File: src/rtl/l2_output_encoder_if.sv
// Outbound L2 channels: coherence req/rsp, CPU read response, L1 inval.
// master = encoder side (drives valid/payload), slave = consumer side.
interface l2_output_encoder_if #(
    parameter int MSG_W  = 2,
    parameter int ADDR_W = 28,
    parameter int LINE_W = 128,
    parameter int ID_W   = 4
);
    logic              l2_req_out_valid_int;
    logic              l2_req_out_ready_int;
    logic [MSG_W-1:0]  l2_req_out_msg;
    logic [ADDR_W-1:0] l2_req_out_addr;
    logic [LINE_W-1:0] l2_req_out_line;

    logic              l2_rsp_out_valid_int;
    logic              l2_rsp_out_ready_int;
    logic [MSG_W-1:0]  l2_rsp_out_msg;
    logic [ID_W-1:0]   l2_rsp_out_id;
    logic [ADDR_W-1:0] l2_rsp_out_addr;
    logic [LINE_W-1:0] l2_rsp_out_line;

    logic              l2_rd_rsp_valid_int;
    logic              l2_rd_rsp_ready_int;
    logic [LINE_W-1:0] l2_rd_rsp_line;

    logic              l2_inval_valid_int;
    logic              l2_inval_ready_int;
    logic [ADDR_W-1:0] l2_inval_addr;

    modport master (
        output l2_req_out_valid_int, l2_req_out_msg,
        output l2_req_out_addr, l2_req_out_line,
        input  l2_req_out_ready_int,
        output l2_rsp_out_valid_int, l2_rsp_out_msg,
        output l2_rsp_out_id, l2_rsp_out_addr, l2_rsp_out_line,
        input  l2_rsp_out_ready_int,
        output l2_rd_rsp_valid_int, l2_rd_rsp_line,
        input  l2_rd_rsp_ready_int,
        output l2_inval_valid_int, l2_inval_addr,
        input  l2_inval_ready_int
    );

    modport slave (
        input  l2_req_out_valid_int, l2_req_out_msg,
        input  l2_req_out_addr, l2_req_out_line,
        output l2_req_out_ready_int,
        input  l2_rsp_out_valid_int, l2_rsp_out_msg,
        input  l2_rsp_out_id, l2_rsp_out_addr, l2_rsp_out_line,
        output l2_rsp_out_ready_int,
        input  l2_rd_rsp_valid_int, l2_rd_rsp_line,
        output l2_rd_rsp_ready_int,
        input  l2_inval_valid_int, l2_inval_addr,
        output l2_inval_ready_int
    );
endinterface

File: src/rtl/l2_output_encoder.sv
// L2 output encoder: registered holding slots for outbound channels,
// per-channel stall reporting and a drain handshake for flush.
module l2_output_encoder #(
    parameter int MSG_W  = 2,
    parameter int ADDR_W = 28,
    parameter int LINE_W = 128,
    parameter int ID_W   = 4
) (
    input  logic                clk,
    input  logic                rst,

    input  logic                send_req_out,
    input  logic [MSG_W-1:0]    req_out_msg_i,
    input  logic [ADDR_W-1:0]   req_out_addr_i,
    input  logic [LINE_W-1:0]   req_out_line_i,

    input  logic                send_rsp_out,
    input  logic [MSG_W-1:0]    rsp_out_msg_i,
    input  logic [ID_W-1:0]     rsp_out_id_i,
    input  logic [ADDR_W-1:0]   rsp_out_addr_i,
    input  logic [LINE_W-1:0]   rsp_out_line_i,

    input  logic                send_rd_rsp,
    input  logic [LINE_W-1:0]   rd_rsp_line_i,

    input  logic                send_inval,
    input  logic [ADDR_W-1:0]   inval_addr_i,

    l2_output_encoder_if.master out_if,

    output logic                req_out_stall,
    output logic                rsp_out_stall,
    output logic                rd_rsp_stall,
    output logic                inval_stall,

    input  logic                drain_req,
    output logic                drain_done,
    output logic                out_idle,
    output logic                overflow_err
);

    typedef enum logic [1:0] {
        DR_IDLE,
        DR_WAIT,
        DR_DONE
    } drain_st_e;

    logic              req_full_q, req_full_d;
    logic [MSG_W-1:0]  req_msg_q, req_msg_d;
    logic [ADDR_W-1:0] req_addr_q, req_addr_d;
    logic [LINE_W-1:0] req_line_q, req_line_d;

    logic              rsp_full_q, rsp_full_d;
    logic [MSG_W-1:0]  rsp_msg_q, rsp_msg_d;
    logic [ID_W-1:0]   rsp_id_q, rsp_id_d;
    logic [ADDR_W-1:0] rsp_addr_q, rsp_addr_d;
    logic [LINE_W-1:0] rsp_line_q, rsp_line_d;

    logic              rd_full_q, rd_full_d;
    logic [LINE_W-1:0] rd_line_q, rd_line_d;

    logic [ADDR_W-1:0] inv_mem_q [2];
    logic [ADDR_W-1:0] inv_mem_d [2];
    logic              inv_wr_q, inv_wr_d;
    logic              inv_rd_q, inv_rd_d;
    logic [1:0]        inv_cnt_q, inv_cnt_d;

    logic              ovf_q, ovf_d;
    drain_st_e         dr_st_q, dr_st_d;

    logic req_acc, rsp_acc, rd_acc;
    logic req_fire, rsp_fire, rd_fire;
    logic inv_push, inv_pop, any_send;

    assign req_out_stall = req_full_q && !out_if.l2_req_out_ready_int;
    assign rsp_out_stall = rsp_full_q && !out_if.l2_rsp_out_ready_int;
    assign rd_rsp_stall  = rd_full_q && !out_if.l2_rd_rsp_ready_int;
    assign inval_stall   = (inv_cnt_q == 2'd2)
                        && !out_if.l2_inval_ready_int;

    assign req_fire = req_full_q && out_if.l2_req_out_ready_int;
    assign rsp_fire = rsp_full_q && out_if.l2_rsp_out_ready_int;
    assign rd_fire  = rd_full_q && out_if.l2_rd_rsp_ready_int;

    assign req_acc  = send_req_out && !req_out_stall;
    assign rsp_acc  = send_rsp_out && !rsp_out_stall;
    assign rd_acc   = send_rd_rsp && !rd_rsp_stall;
    assign inv_push = send_inval && !inval_stall;
    assign inv_pop  = (inv_cnt_q != 2'd0) && out_if.l2_inval_ready_int;

    assign any_send = send_req_out || send_rsp_out
                   || send_rd_rsp || send_inval;

    assign out_idle = !req_full_q && !rsp_full_q && !rd_full_q
                   && (inv_cnt_q == 2'd0);

    always_comb begin
        req_full_d = req_full_q;
        req_msg_d  = req_msg_q;
        req_addr_d = req_addr_q;
        req_line_d = req_line_q;
        if (req_acc) begin
            req_full_d = 1'b1;
            req_msg_d  = req_out_msg_i;
            req_addr_d = req_out_addr_i;
            req_line_d = req_out_line_i;
        end else if (req_fire) begin
            req_full_d = 1'b0;
        end
    end

    always_comb begin
        rsp_full_d = rsp_full_q;
        rsp_msg_d  = rsp_msg_q;
        rsp_id_d   = rsp_id_q;
        rsp_addr_d = rsp_addr_q;
        rsp_line_d = rsp_line_q;
        if (rsp_acc) begin
            rsp_full_d = 1'b1;
            rsp_msg_d  = rsp_out_msg_i;
            rsp_id_d   = rsp_out_id_i;
            rsp_addr_d = rsp_out_addr_i;
            rsp_line_d = rsp_out_line_i;
        end else if (rsp_fire) begin
            rsp_full_d = 1'b0;
        end
    end

    always_comb begin
        rd_full_d = rd_full_q;
        rd_line_d = rd_line_q;
        if (rd_acc) begin
            rd_full_d = 1'b1;
            rd_line_d = rd_rsp_line_i;
        end else if (rd_fire) begin
            rd_full_d = 1'b0;
        end
    end

    // A push at count 2 with a pop lands in the slot the head vacates.
    always_comb begin
        inv_mem_d = inv_mem_q;
        inv_wr_d  = inv_wr_q;
        inv_rd_d  = inv_rd_q;
        if (inv_push) begin
            inv_mem_d[inv_wr_q] = inval_addr_i;
            inv_wr_d = !inv_wr_q;
        end
        if (inv_pop) begin
            inv_rd_d = !inv_rd_q;
        end
        inv_cnt_d = inv_cnt_q + {1'b0, inv_push} - {1'b0, inv_pop};
    end

    always_comb begin
        ovf_d = ovf_q
             || (send_req_out && req_out_stall)
             || (send_rsp_out && rsp_out_stall)
             || (send_rd_rsp && rd_rsp_stall)
             || (send_inval && inval_stall);
    end

    always_comb begin
        dr_st_d    = dr_st_q;
        drain_done = 1'b0;
        unique case (dr_st_q)
            DR_IDLE: if (drain_req) dr_st_d = DR_WAIT;
            DR_WAIT: if (out_idle && !any_send) dr_st_d = DR_DONE;
            DR_DONE: begin
                drain_done = 1'b1;
                dr_st_d    = DR_IDLE;
            end
            default: dr_st_d = DR_IDLE;
        endcase
    end

    always_ff @(posedge clk or negedge rst) begin
        if (!rst) begin
            req_full_q <= 1'b0;
            req_msg_q  <= '0;
            req_addr_q <= '0;
            req_line_q <= '0;
            rsp_full_q <= 1'b0;
            rsp_msg_q  <= '0;
            rsp_id_q   <= '0;
            rsp_addr_q <= '0;
            rsp_line_q <= '0;
            rd_full_q  <= 1'b0;
            rd_line_q  <= '0;
            inv_mem_q[0] <= '0;
            inv_mem_q[1] <= '0;
            inv_wr_q   <= 1'b0;
            inv_rd_q   <= 1'b0;
            inv_cnt_q  <= 2'd0;
            ovf_q      <= 1'b0;
            dr_st_q    <= DR_IDLE;
        end else begin
            req_full_q <= req_full_d;
            req_msg_q  <= req_msg_d;
            req_addr_q <= req_addr_d;
            req_line_q <= req_line_d;
            rsp_full_q <= rsp_full_d;
            rsp_msg_q  <= rsp_msg_d;
            rsp_id_q   <= rsp_id_d;
            rsp_addr_q <= rsp_addr_d;
            rsp_line_q <= rsp_line_d;
            rd_full_q  <= rd_full_d;
            rd_line_q  <= rd_line_d;
            inv_mem_q  <= inv_mem_d;
            inv_wr_q   <= inv_wr_d;
            inv_rd_q   <= inv_rd_d;
            inv_cnt_q  <= inv_cnt_d;
            ovf_q      <= ovf_d;
            dr_st_q    <= dr_st_d;
        end
    end

    assign overflow_err = ovf_q;

    assign out_if.l2_req_out_valid_int = req_full_q;
    assign out_if.l2_req_out_msg       = req_msg_q;
    assign out_if.l2_req_out_addr      = req_addr_q;
    assign out_if.l2_req_out_line      = req_line_q;

    assign out_if.l2_rsp_out_valid_int = rsp_full_q;
    assign out_if.l2_rsp_out_msg       = rsp_msg_q;
    assign out_if.l2_rsp_out_id        = rsp_id_q;
    assign out_if.l2_rsp_out_addr      = rsp_addr_q;
    assign out_if.l2_rsp_out_line      = rsp_line_q;

    assign out_if.l2_rd_rsp_valid_int  = rd_full_q;
    assign out_if.l2_rd_rsp_line       = rd_line_q;

    assign out_if.l2_inval_valid_int   = inv_cnt_q != 2'd0;
    assign out_if.l2_inval_addr        = inv_mem_q[inv_rd_q];

endmodule
File: src/flat_wrapper.sv
// flat-port wrapper written by rule: the top's interface ports become plain ports
module l2_output_encoder_flat 
#(
    parameter int MSG_W  = 2,
    parameter int ADDR_W = 28,
    parameter int LINE_W = 128,
    parameter int ID_W   = 4
)
  (clk, rst, send_req_out, req_out_msg_i, req_out_addr_i, req_out_line_i, send_rsp_out, rsp_out_msg_i, rsp_out_id_i, rsp_out_addr_i, rsp_out_line_i, send_rd_rsp, rd_rsp_line_i, send_inval, inval_addr_i, req_out_stall, rsp_out_stall, rd_rsp_stall, inval_stall, drain_req, drain_done, out_idle, overflow_err, out_if_l2_req_out_valid_int, out_if_l2_req_out_msg, out_if_l2_req_out_addr, out_if_l2_req_out_line, out_if_l2_req_out_ready_int, out_if_l2_rsp_out_valid_int, out_if_l2_rsp_out_msg, out_if_l2_rsp_out_id, out_if_l2_rsp_out_addr, out_if_l2_rsp_out_line, out_if_l2_rsp_out_ready_int, out_if_l2_rd_rsp_valid_int, out_if_l2_rd_rsp_line, out_if_l2_rd_rsp_ready_int, out_if_l2_inval_valid_int, out_if_l2_inval_addr, out_if_l2_inval_ready_int);
  l2_output_encoder_if #(.MSG_W(MSG_W), .ADDR_W(ADDR_W), .LINE_W(LINE_W), .ID_W(ID_W)) out_if_i ();
  input  logic clk;
  input  logic rst;
  input  logic send_req_out;
  input  logic [MSG_W-1:0] req_out_msg_i;
  input  logic [ADDR_W-1:0] req_out_addr_i;
  input  logic [LINE_W-1:0] req_out_line_i;
  input  logic send_rsp_out;
  input  logic [MSG_W-1:0] rsp_out_msg_i;
  input  logic [ID_W-1:0] rsp_out_id_i;
  input  logic [ADDR_W-1:0] rsp_out_addr_i;
  input  logic [LINE_W-1:0] rsp_out_line_i;
  input  logic send_rd_rsp;
  input  logic [LINE_W-1:0] rd_rsp_line_i;
  input  logic send_inval;
  input  logic [ADDR_W-1:0] inval_addr_i;
  output logic req_out_stall;
  output logic rsp_out_stall;
  output logic rd_rsp_stall;
  output logic inval_stall;
  input  logic drain_req;
  output logic drain_done;
  output logic out_idle;
  output logic overflow_err;
  output wire logic [$bits(out_if_i.l2_req_out_valid_int)-1:0] out_if_l2_req_out_valid_int;
  output wire logic [$bits(out_if_i.l2_req_out_msg)-1:0] out_if_l2_req_out_msg;
  output wire logic [$bits(out_if_i.l2_req_out_addr)-1:0] out_if_l2_req_out_addr;
  output wire logic [$bits(out_if_i.l2_req_out_line)-1:0] out_if_l2_req_out_line;
  input wire logic [$bits(out_if_i.l2_req_out_ready_int)-1:0] out_if_l2_req_out_ready_int;
  output wire logic [$bits(out_if_i.l2_rsp_out_valid_int)-1:0] out_if_l2_rsp_out_valid_int;
  output wire logic [$bits(out_if_i.l2_rsp_out_msg)-1:0] out_if_l2_rsp_out_msg;
  output wire logic [$bits(out_if_i.l2_rsp_out_id)-1:0] out_if_l2_rsp_out_id;
  output wire logic [$bits(out_if_i.l2_rsp_out_addr)-1:0] out_if_l2_rsp_out_addr;
  output wire logic [$bits(out_if_i.l2_rsp_out_line)-1:0] out_if_l2_rsp_out_line;
  input wire logic [$bits(out_if_i.l2_rsp_out_ready_int)-1:0] out_if_l2_rsp_out_ready_int;
  output wire logic [$bits(out_if_i.l2_rd_rsp_valid_int)-1:0] out_if_l2_rd_rsp_valid_int;
  output wire logic [$bits(out_if_i.l2_rd_rsp_line)-1:0] out_if_l2_rd_rsp_line;
  input wire logic [$bits(out_if_i.l2_rd_rsp_ready_int)-1:0] out_if_l2_rd_rsp_ready_int;
  output wire logic [$bits(out_if_i.l2_inval_valid_int)-1:0] out_if_l2_inval_valid_int;
  output wire logic [$bits(out_if_i.l2_inval_addr)-1:0] out_if_l2_inval_addr;
  input wire logic [$bits(out_if_i.l2_inval_ready_int)-1:0] out_if_l2_inval_ready_int;
  assign out_if_l2_req_out_valid_int = out_if_i.l2_req_out_valid_int;
  assign out_if_l2_req_out_msg = out_if_i.l2_req_out_msg;
  assign out_if_l2_req_out_addr = out_if_i.l2_req_out_addr;
  assign out_if_l2_req_out_line = out_if_i.l2_req_out_line;
  assign out_if_i.l2_req_out_ready_int = out_if_l2_req_out_ready_int;
  assign out_if_l2_rsp_out_valid_int = out_if_i.l2_rsp_out_valid_int;
  assign out_if_l2_rsp_out_msg = out_if_i.l2_rsp_out_msg;
  assign out_if_l2_rsp_out_id = out_if_i.l2_rsp_out_id;
  assign out_if_l2_rsp_out_addr = out_if_i.l2_rsp_out_addr;
  assign out_if_l2_rsp_out_line = out_if_i.l2_rsp_out_line;
  assign out_if_i.l2_rsp_out_ready_int = out_if_l2_rsp_out_ready_int;
  assign out_if_l2_rd_rsp_valid_int = out_if_i.l2_rd_rsp_valid_int;
  assign out_if_l2_rd_rsp_line = out_if_i.l2_rd_rsp_line;
  assign out_if_i.l2_rd_rsp_ready_int = out_if_l2_rd_rsp_ready_int;
  assign out_if_l2_inval_valid_int = out_if_i.l2_inval_valid_int;
  assign out_if_l2_inval_addr = out_if_i.l2_inval_addr;
  assign out_if_i.l2_inval_ready_int = out_if_l2_inval_ready_int;
  l2_output_encoder #(.MSG_W(MSG_W), .ADDR_W(ADDR_W), .LINE_W(LINE_W), .ID_W(ID_W)) u_core (.clk(clk), .rst(rst), .send_req_out(send_req_out), .req_out_msg_i(req_out_msg_i), .req_out_addr_i(req_out_addr_i), .req_out_line_i(req_out_line_i), .send_rsp_out(send_rsp_out), .rsp_out_msg_i(rsp_out_msg_i), .rsp_out_id_i(rsp_out_id_i), .rsp_out_addr_i(rsp_out_addr_i), .rsp_out_line_i(rsp_out_line_i), .send_rd_rsp(send_rd_rsp), .rd_rsp_line_i(rd_rsp_line_i), .send_inval(send_inval), .inval_addr_i(inval_addr_i), .out_if(out_if_i), .req_out_stall(req_out_stall), .rsp_out_stall(rsp_out_stall), .rd_rsp_stall(rd_rsp_stall), .inval_stall(inval_stall), .drain_req(drain_req), .drain_done(drain_done), .out_idle(out_idle), .overflow_err(overflow_err));
endmodule
File: config.mk
export PLATFORM = sky130hd
export DESIGN_NAME = l2_output_encoder_flat
export DESIGN_NICKNAME = d
export VERILOG_FILES = /design/src/rtl/l2_output_encoder_if.sv /design/src/rtl/l2_output_encoder.sv /design/src/flat_wrapper.sv
export SDC_FILE = /design/constraint.sdc
export NUM_CORES = 1
export LEC_CHECK = 0
export CAP_MARGIN = 25
export CORE_AREA = 3 3 373 375
export CTS_CLUSTER_SIZE = 30
export DETAILED_ROUTE_END_ITERATION = 6
export DIE_AREA = 0 0 376 378
export PLACE_DENSITY = 0.43
export SLEW_MARGIN = 20
export SYNTH_ARGS = -nofsm -noshare
export SYNTH_HDL_FRONTEND = slang
export SYNTH_SLANG_ARGS = --single-unit
export TNS_END_PERCENT = 30
File: constraint.sdc
create_clock -name clk -period 2.5 [get_ports clk]
set_input_delay 0.375 -clock clk [delete_from_list [all_inputs] [get_ports clk]]
set_output_delay 0.375 -clock clk [all_outputs]
set_load 0.01 [all_outputs]
* After elaboration in Yosys (flattened, before gate mapping)
Index checks and enable logic that the tools add are counted.
** Word-level totals
- Output and inout port bits :: 487
- Register bits after elaboration :: 514
- Bits of input ports :: 487
** Operators by class
- Bitwise gates (word level) :: 2
- Mux-type cells :: 16
- $lt $le $gt $ge :: 3
- Reduce and logical (&&, ||, !) cells :: 49
- Equal/unequal tests :: 5
- Add/subtract/negate cells :: 2
** Operator list (count)
- 2-to-1 mux 28 bit :: 4
- bitwise mux 56 bit :: 1
- demux 28 bit (select 1 bit) :: 1
- logical AND 1 bit :: 21
- logical NOT 1 bit :: 14
- nonzero test 2 bit :: 4
- logical OR 1 bit :: 7
- 2-to-1 mux 1 bit :: 7
- equality test 2 bit (second input constant) :: 2
- greater-or-equal comparator 2 bit (second input constant) :: 2
- logical NOT 2 bit :: 2
- 2-to-1 mux 2 bit :: 2
- inverter 1 -> 2 bit :: 2
- one-hot mux 2 bit (2 select lines) :: 1
- adder 2 x 1 -> 2 bit :: 1
- equality test 2 x 1 -> 1 bit (second input constant) :: 1
- less-than comparator 2 x 1 -> 1 bit (second input constant) :: 1
- inequality test 2 x 1 -> 1 bit (second input constant) :: 1
- inequality test 2 bit (second input constant) :: 1
- AND reduction 2 bit :: 1
- subtractor 2 x 1 -> 2 bit :: 1

* Longest topological paths before layout
Gate-level depths: netlist of run 1.
- Word-level depth :: 7
- Depth in mapped cells :: 7
- Depth with buffers taken out :: 7

* Worst setup path after synthesis of run 1
Ideal clock, no wire load.
- Path kind :: reg-to-reg
- Start point :: register u_core.inv_cnt_q[0]
- End point :: register u_core.inv_cnt_q[1]
- Required time :: 2.377 ns
- Slack :: 0.755 ns
- Stages on the path, launching flop included :: 8
- Clock period less this slack :: 1.745 ns
- Path buffers :: 0
- Setup time :: 0.123 ns
- Arrival time :: 1.622 ns
- Cells stage by stage :: dfrtp_1 > or2_2 > and2_1 > ha_1 > inv_1 > ha_1 > xnor2_1 > xnor2_1
** Between the ends
- Elaborated cells between the ends (all ways) :: 8
** RTL lines
- from (decl) :: line l2_output_encoder.sv:66 : logic [1:0] inv_cnt_q, inv_cnt_d;
- from (signal assigned) :: line l2_output_encoder.sv:212 : inv_cnt_q <= inv_cnt_d;
- nonzero test 2 bit
- named net out_if_l2_inval_valid_int :: line flat_wrapper.sv:48 : output wire logic [$bits(out_if_i.l2_inval_valid_int)-1:0] out_if_l2_inval_valid_int;
- logical AND 1 bit :: line l2_output_encoder.sv:89 : assign inv_pop = (inv_cnt_q != 2'd0) && out_if.l2_inval_ready_int;
- named net u_core.inv_pop :: line l2_output_encoder.sv:73 : logic inv_push, inv_pop, any_send;
- subtractor 2 x 1 -> 2 bit :: line l2_output_encoder.sv:152 : inv_cnt_d = inv_cnt_q + {1'b0, inv_push} - {1'b0, inv_pop};
- named net u_core.inv_cnt_d[1] :: line l2_output_encoder.sv:66
The timed path passes the listed nets, and every way through them passes these cells.
A chain may end at the register's enable or synchronous reset.

* Final worst setup path of run 1
- Start point :: register u_core.inv_rd_q
- End point :: output out_if_l2_inval_addr[13]
** Between the ends
- Word-level cells in the longest chain between the ends :: 4
** Ends and longest elaborated chain
- from (decl) :: line l2_output_encoder.sv:65 : logic inv_rd_q, inv_rd_d;
- from (signal assigned) :: line l2_output_encoder.sv:211 : inv_rd_q <= inv_rd_d;
- inverter 1 -> 2 bit (not written as such) :: line l2_output_encoder.sv:235 : assign out_if.l2_inval_addr = inv_mem_q[inv_rd_q];
- 2-to-1 mux 28 bit (not written as such) (3 in a row) :: line l2_output_encoder.sv:235
- to (decl) :: line flat_wrapper.sv:49 : output wire logic [$bits(out_if_i.l2_inval_addr)-1:0] out_if_l2_inval_addr;
Every way passes these cells. The select of a mux whose other input is x is not followed.

==> impl_results.md, run 1 <==
* Total global routing track utilization at 12.0%
* Setup TNS at 0 ns
* Data required time of the worst path at 2.12 ns
* Worst slew pin tran at 0.605 ns
* Fill cell count at 14156
* Net switching power at 8.06 mW
* X dimension of the die at 376 µm
* Die area at 142000 µm²
* Master cell of the clock root buffer: clkbuf_16
* First-pass GRT wire length at 121000 µm
* Clock slew at the register clock pins of the worst setup and hold paths at 0.06 ns
* Maximum number of buffers from clock root to sink at 3
* Share of synthesized area occupied by flip-flops and latches at 66.2%
* Starting utilization of the core area at 14.3%
* Final period demand of the worst path at 2.34 ns
* Cell Area, Placed at 31800 µm²
* Net count after synthesis at 1627
* Distinct cell type count of the synthesized netlist at 26
* Worst Reg2Reg Path Length in Cells at 4
* Number of synthesis warnings at 0
* Hold Violations, Final at 0
* Total vias in the final route at 13975
* CP Class: register to output pin
* Top fanout value on the critical path at 14
* Data arrival, critical path at 1.96 ns
* Number of buffers inserted by port buffering at 973
* Run status: completed
* Number of CTS-inserted buffers at 68
* Hold_ws at 0.300 ns
* Most common library cell in the layout ignoring fill and taps: clkdlybuf4s50_1
* Clock tree from TritonCTS: yes
* M3 GR Usage at 5.56%
* Signed area change from the synthesized netlist to the final layout at 75.5%
* Sequential standard cell area at 12900 µm²
* Area of the mapped netlist at 19400 µm²
* Maximum number of pins on one net before global-route repair at 78
* Max transition margin at 59.5%
* Hpwl dp at 71100 µm
* Total number of nets in the final design at 2679
* Count of unresolved DRC violations after routing at 0
* Setup repair after global routing missed its margin: no
* Async set or reset register ratio after synthesis at 100%
* Clock group share of total power at 33.7%
* Number of global-route vias before repair at 15967
* Worst supply voltage drop on vdd at 0.460 mV
* Startpoint type of the worst setup path: register
* Critical path capture point type: output pin
* Combined area of the multi-input logic cells at 6260 µm²
* GRT overflow at 0
* Final-report max-slew violation count at 0
* Peak Freq at 428 MHz
* Met2 GRT Util at 22.0%
* Routed wire per std cell at 22.0 µm
* Final core area utilization at 25.1%
* Clock skew at 0.0294 ns
* Leakage component of the power at 13.6 nW
* Commonest cells after routing, fill and taps aside: clkdlybuf4s50_1 (943), mux2_2 (531), dfrtp_1 (511), clkbuf_16 (70), buf_4 (43)
* Int Pwr at 20.5 mW
* Count of state elements after synthesis at 514
* HP Class: input pin to async pin
* Proportion of power drawn by flip-flops and latches at 37.9%
* Global-route layer with the greatest usage: met2
* Antenna violations before repair at 24
* Site row count at 135
* Number of endpoints failing setup at the final stage at 0
* Initial DRT Pass Iterations at 4
* Switching share of power at 28.2%
* H-tree Lvls at 3
* First-iteration detailed-routing DRC count at 350
* Number of clock sinks at 514
* Vias per cell at 3.46
* Chip height at 378 µm
* Number of synthesized flops with an enable pin at 0
* ANT nets after route at 0
* Share of post-route cells with drive strength above 1 at 32.1%
* Final Routed Wirelength at 88800 µm
* RePlAce Congestion at 0.869
* Max_cap viols at 0
* Final Instance Area at 34100 µm²
* Source-to-sink clock delay at the later pin of the worst-skew pair at 0.63 ns
* Boundary Pins at 974
* PD cells at 837 nW/µm²
* Cells after Synth at 1138
* Syn Area/Cell at 17.1 µm²
* Final period utilization at 93.5%
* Predominant post-synthesis flop cell: dfrtp_1
* Core Region at 136000 µm²
* Reg2reg setup slack at 0.65 ns
* Part of the total power dissipated in combinational logic at 28.4%
* Met1 layer usage reported by global route at 11.7%
==> layer usage <==
metal | vias up | wire length (µm)
li1 | 6142 | -
met1 | 7193 | 29500
met2 | 542 | 48400
met3 | 96 | 8600
met4 | 2 | 2340
met5 | - | 13
==> worst paths after layout <==
check,startpoint,to
worst max-delay path,u_core.inv_rd_q$_DFFE_PN0P_,out_if_l2_inval_addr[13]
worst min register to register,u_core.dr_st_q[1]$_DFFE_PN0P_,u_core.dr_st_q[0]$_DFFE_PN0P_
min in group clk,drain_req,u_core.dr_st_q[0]$_DFFE_PN0P_
max in group asynchronous,rst,u_core.inv_mem_q[3]$_DFFE_PN0P_
worst max register to register,u_core.out_if.l2_rsp_out_valid_int$_DFFE_PN0P_,u_core.out_if.l2_rsp_out_line[48]$_DFFE_PN0P_
worst min-delay path,rst,u_core.out_if.l2_req_out_line[21]$_DFFE_PN0P_
==> through the flow <==
step | setup WS (ns) | instances | power (mW)
final | 0.163 | 4038 | 28.5
after global routing | 0.0312 | 4034 | 30.1
after detailed placement | 0.170 | 3898 | 19.4
after floorplan | 0.755 | 1138 | 13.9
after global placement | 0.192 | 3898 | 19.3
after CTS | 0.0240 | 4018 | 29.3
==> flip-flops by register name (all words and copies together) (netlist names) <==
register	cells
u_core.inv_rd_q	1
u_core.out_if.l2_req_out_addr	28
u_core.out_if.l2_req_out_msg	2
u_core.out_if.l2_rd_rsp_valid_int	1
u_core.out_if.l2_rsp_out_addr	28
u_core.inv_mem_q	56
u_core.out_if.l2_rd_rsp_line	128
u_core.out_if.l2_req_out_valid_int	1
u_core.out_if.l2_rsp_out_id	4
u_core.dr_st_q	2
u_core.out_if.l2_req_out_line	128
u_core.out_if.l2_rsp_out_line	128
u_core.out_if.l2_rsp_out_valid_int	1
u_core.out_if.l2_rsp_out_msg	2
u_core.inv_wr_q	1
u_core.inv_cnt_q	2
u_core.overflow_err	1
==> power groups by stage <==
stage          Sequential, mW  Clock (mW)  Combinational [mW]
6_report                 10.8        9.61                8.12
5_1_grt                  11.0        10.4                8.67
4_1_cts                  10.8        10.1                8.36
3_5_place_dp             11.0           0                8.45
3_3_place_gp             10.9           0                8.40
2_1_floorplan            11.2           0                2.72
==> repair_timing <==
action,CTS,global route
setup endpoints to repair,31,1
gates resized for setup,38,1
setup buffers,1,0
hold buffers,1,0
endpoints found under the hold margin,35,0
gates cloned,1,0
==> kinds of logic (layout without fill, tap and decap cells) <==
kind of cell    after synthesis  in the layout  synth area share [%]
other cells                   0             20                     0
xor+xnor                      4              4                 0.180
buf+inv                      61           1160                  1.78
simple gates                 22             22                 0.728
compound gates                3              3                 0.122
fa+ha+maj                     2              2                 0.129
mux                         532            532                  30.9
flops                       514            514                  66.2
==> synthesized netlist by cell type (2+ instances only) <==
library cell | n | area (µm²)
buf_2 | 40 | 200
dfrtp_1 | 514 | 12900
ha_1 | 2 | 25.0
nor4_1 | 2 | 12.5
xor2_1 | 2 | 17.5
nand2b_1 | 6 | 37.5
buf_6 | 3 | 33.8
mux2_2 | 531 | 5980
inv_1 | 5 | 18.8
nand2_1 | 5 | 18.8
buf_4 | 12 | 90.1
xnor2_1 | 2 | 17.5
==> layout make-up <==
cell class | count | share of cell area (%)
flip-flops and latches | 514 | 37.7
diodes | 20 | 0.147
clock inverters | 21 | 0.609
multi-input cells | 563 | 18.4
inverters | 5 | 0.0551
well taps | 1781 | 6.54
clock buffers | 96 | 5.86
repair buffers | 1038 | 30.7
==> worst max-delay path, stage by stage (launching register included) <==
cell and delay [ns]:
dfrtp_2 0.40, buf_12 0.12, buf_16 0.16, mux2_2 0.34
dlygate4sd2_1 0.31
Power figures use the tool's default switching activity.
==> run 2: changes to the inputs <==
--- a/config.mk
+++ b/config.mk
@@ -5,7 +5,7 @@
 export SDC_FILE = /design/constraint.sdc
 export NUM_CORES = 1
 export LEC_CHECK = 0
-export CAP_MARGIN = 25
+export CAP_MARGIN = 10
 export CORE_AREA = 3 3 373 375
 export CTS_CLUSTER_SIZE = 30
 export DETAILED_ROUTE_END_ITERATION = 6
==> results of run 2 <==
No change in the layout: final DEF, timing and power equal those of run 1.
==> run 3: changes to the inputs <==
==> constraint.sdc (replaced) <==
create_clock -name clk -period 2.5 [get_ports clk]
set_input_delay 0.5 -clock clk [delete_from_list [all_inputs] [get_ports clk]]
set_output_delay 0.5 -clock clk [all_outputs]
set_load 0.01 [all_outputs]
==> impl_results.md, run 3 (synthesis results as in run 1) <==
* Maximum number of pins on one net before global-route repair at 51
* Peak Freq at 422 MHz
* Data required time of the worst path at 2.00 ns
* Antenna violations before repair at 16
* Critical path capture point type: output pin
* Run status: completed
* Signed area change from the synthesized netlist to the final layout at 75.9%
* Starting utilization of the core area at 14.3%
* Boundary Pins at 974
* Max transition margin at 44.8%
* HP Class: input pin to async pin
* Total Power Consumption at 28.9 mW
* Number of endpoints failing setup at the final stage at 0
* Cell Area, Placed at 31800 µm²
* Number of buffers inserted by port buffering at 973
* First-iteration detailed-routing DRC count at 362
* Leakage component of the power at 13.7 nW
* Number of clock sinks at 514
* Clock tree from TritonCTS: yes
* Source-to-sink clock delay at the later pin of the worst-skew pair at 0.62 ns
* Master cell of the clock root buffer: clkbuf_16
* Hold Violations, Final at 0
* Reg2reg setup slack at 0.71 ns
* Initial DRT Pass Iterations at 4
* Startpoint type of the worst setup path: register
* Number of global-route vias before repair at 15916
* Die area at 142000 µm²
* Top fanout value on the critical path at 9
* Number of CTS-inserted buffers at 70
* Share of post-route cells with drive strength above 1 at 32.5%
* Reg2reg start: u_core.inv_cnt_q[0]$_DFF_PN0_
* Total number of nets in the final design at 2686
* Maximum number of buffers from clock root to sink at 3
* Routed wire per std cell at 21.9 µm
* Max_cap viols at 0
* Total vias in the final route at 13980
* Clock skew at 0.0192 ns
* Final Instance Area at 34200 µm²
* Clock slew at the register clock pins of the worst setup and hold paths at 0.05 ns
* Commonest cells after routing, fill and taps aside: clkdlybuf4s50_1 (942), mux2_2 (531), dfrtp_1 (510), clkbuf_16 (75), buf_4 (50)
* X dimension of the die at 376 µm
* Worst slew pin tran at 0.821 ns
* Final-report max-slew violation count at 0
* ANT nets after route at 0
* Most common library cell in the layout ignoring fill and taps: clkdlybuf4s50_1
* Terminus of the critical flop-to-flop path: u_core.inv_cnt_q[1]$_DFF_PN0_
* Count of unresolved DRC violations after routing at 0
* RePlAce Congestion at 0.882
* Worst Reg2Reg Path Length in Cells at 7
* GRT overflow at 0
* Worst supply voltage drop on vdd at 0.513 mV
* Vias per cell at 3.46
* Hold_ws at 0.399 ns
* Data arrival, critical path at 1.87 ns
* Final period utilization at 94.8%
* Core Region at 136000 µm²
* Total global routing track utilization at 12.0%
* Final Routed Wirelength at 88600 µm
* Chip height at 378 µm
* PD cells at 845 nW/µm²
* Hpwl dp at 71000 µm
* CP Class: register to output pin
* First-pass GRT wire length at 121000 µm
* Final period demand of the worst path at 2.37 ns
* Setup TNS at 0 ns
* H-tree Lvls at 3
* Site row count at 135
* Setup repair after global routing missed its margin: no
[run 3: cell types whose count changed in the layout (fill, tap and decap cells not counted), moves of 5 or more]
| cell | change |
|---|---|
| buf_2 | +5 |
| clkbuf_1 | +7 |
| clkbuf_16 | +5 |
| clkbuf_8 | -7 |
| dlygate4sd2_1 | -7 |
| buf_4 | +7 |
| diode_2 | -8 |
[run 3: worst max-delay path by stage]
stage / endpoint / from / slack, ns / cells after the start
after floorplan: u_core.inv_cnt_q[1]$_DFF_PN0_ / u_core.inv_cnt_q[0]$_DFF_PN0_ / 0.76 / 7
after global placement: u_core.dr_st_q[1]$_DFFE_PN0P_ / send_inval / -0.25 / 5
after detailed placement: u_core.dr_st_q[1]$_DFFE_PN0P_ / send_rsp_out / -0.23 / 5
after CTS: out_idle / u_core.inv_cnt_q[0]$_DFF_PN0_ / -0.04 / 4
after global routing: out_if_l2_inval_addr[17] / u_core.inv_rd_q$_DFFE_PN0P_ / 0.005 / 3
final: out_if_l2_inval_addr[17] / u_core.inv_rd_q$_DFFE_PN0P_ / 0.13 / 3
[run 3: area by class of cell]
type / instances / area [µm²]
diodes: 12 / 30.0
clock buffers: 101 / 2050
clock inverters: 21 / 250
fillers: 14131 / 101000
inverters: 5 / 18.8
multi-input cells: 563 / 6280
flip-flops and latches: 514 / 12900
well taps: 1781 / 2230
repair buffers: 1043 / 10400
[run 3: routing by layer]
metal / GRT usage [%] / wire [µm] / up-vias
li1: - / - / 6153
met1: 11.7 / 29600 / 7180
met2: 22.1 / 48300 / 537
met3: 5.58 / 8510 / 100
met4: 4.13 / 2150 / 10
met5: 0 / 60 / -
[run 3: worst max-delay path, cell delays in order, from the launching register on]
cell and delay [ns]:
dfrtp_2 0.42, buf_6 0.17, mux2_2 0.35, dlygate4sd2_1 0.31
[run 3: where the power goes]
group          switching, mW  internal [mW]
registers              0.919           9.91
logic                   3.28           4.79
clock network           3.86           6.12
[run 3: what timing repair did]
action,4_1_cts,5_1_grt
hold endpoints to repair,27,0
setup buffers,4,1
endpoints found under the setup margin,32,9
resized for setup,64,1
hold buffers,1,0
[run 3: per-stage QoR]
| step | std cells | util, % | worst slack [ns] |
|---|---|---|---|
| after global routing | 4036 | 25.2 | 0.00475 |
| after detailed placement | 3900 | 23.5 | -0.229 |
| after global placement | 3900 | 23.5 | -0.247 |
| final | 4040 | 25.2 | 0.130 |
| after CTS | 4027 | 25.2 | -0.0402 |
| after floorplan | 1138 | - | 0.755 |
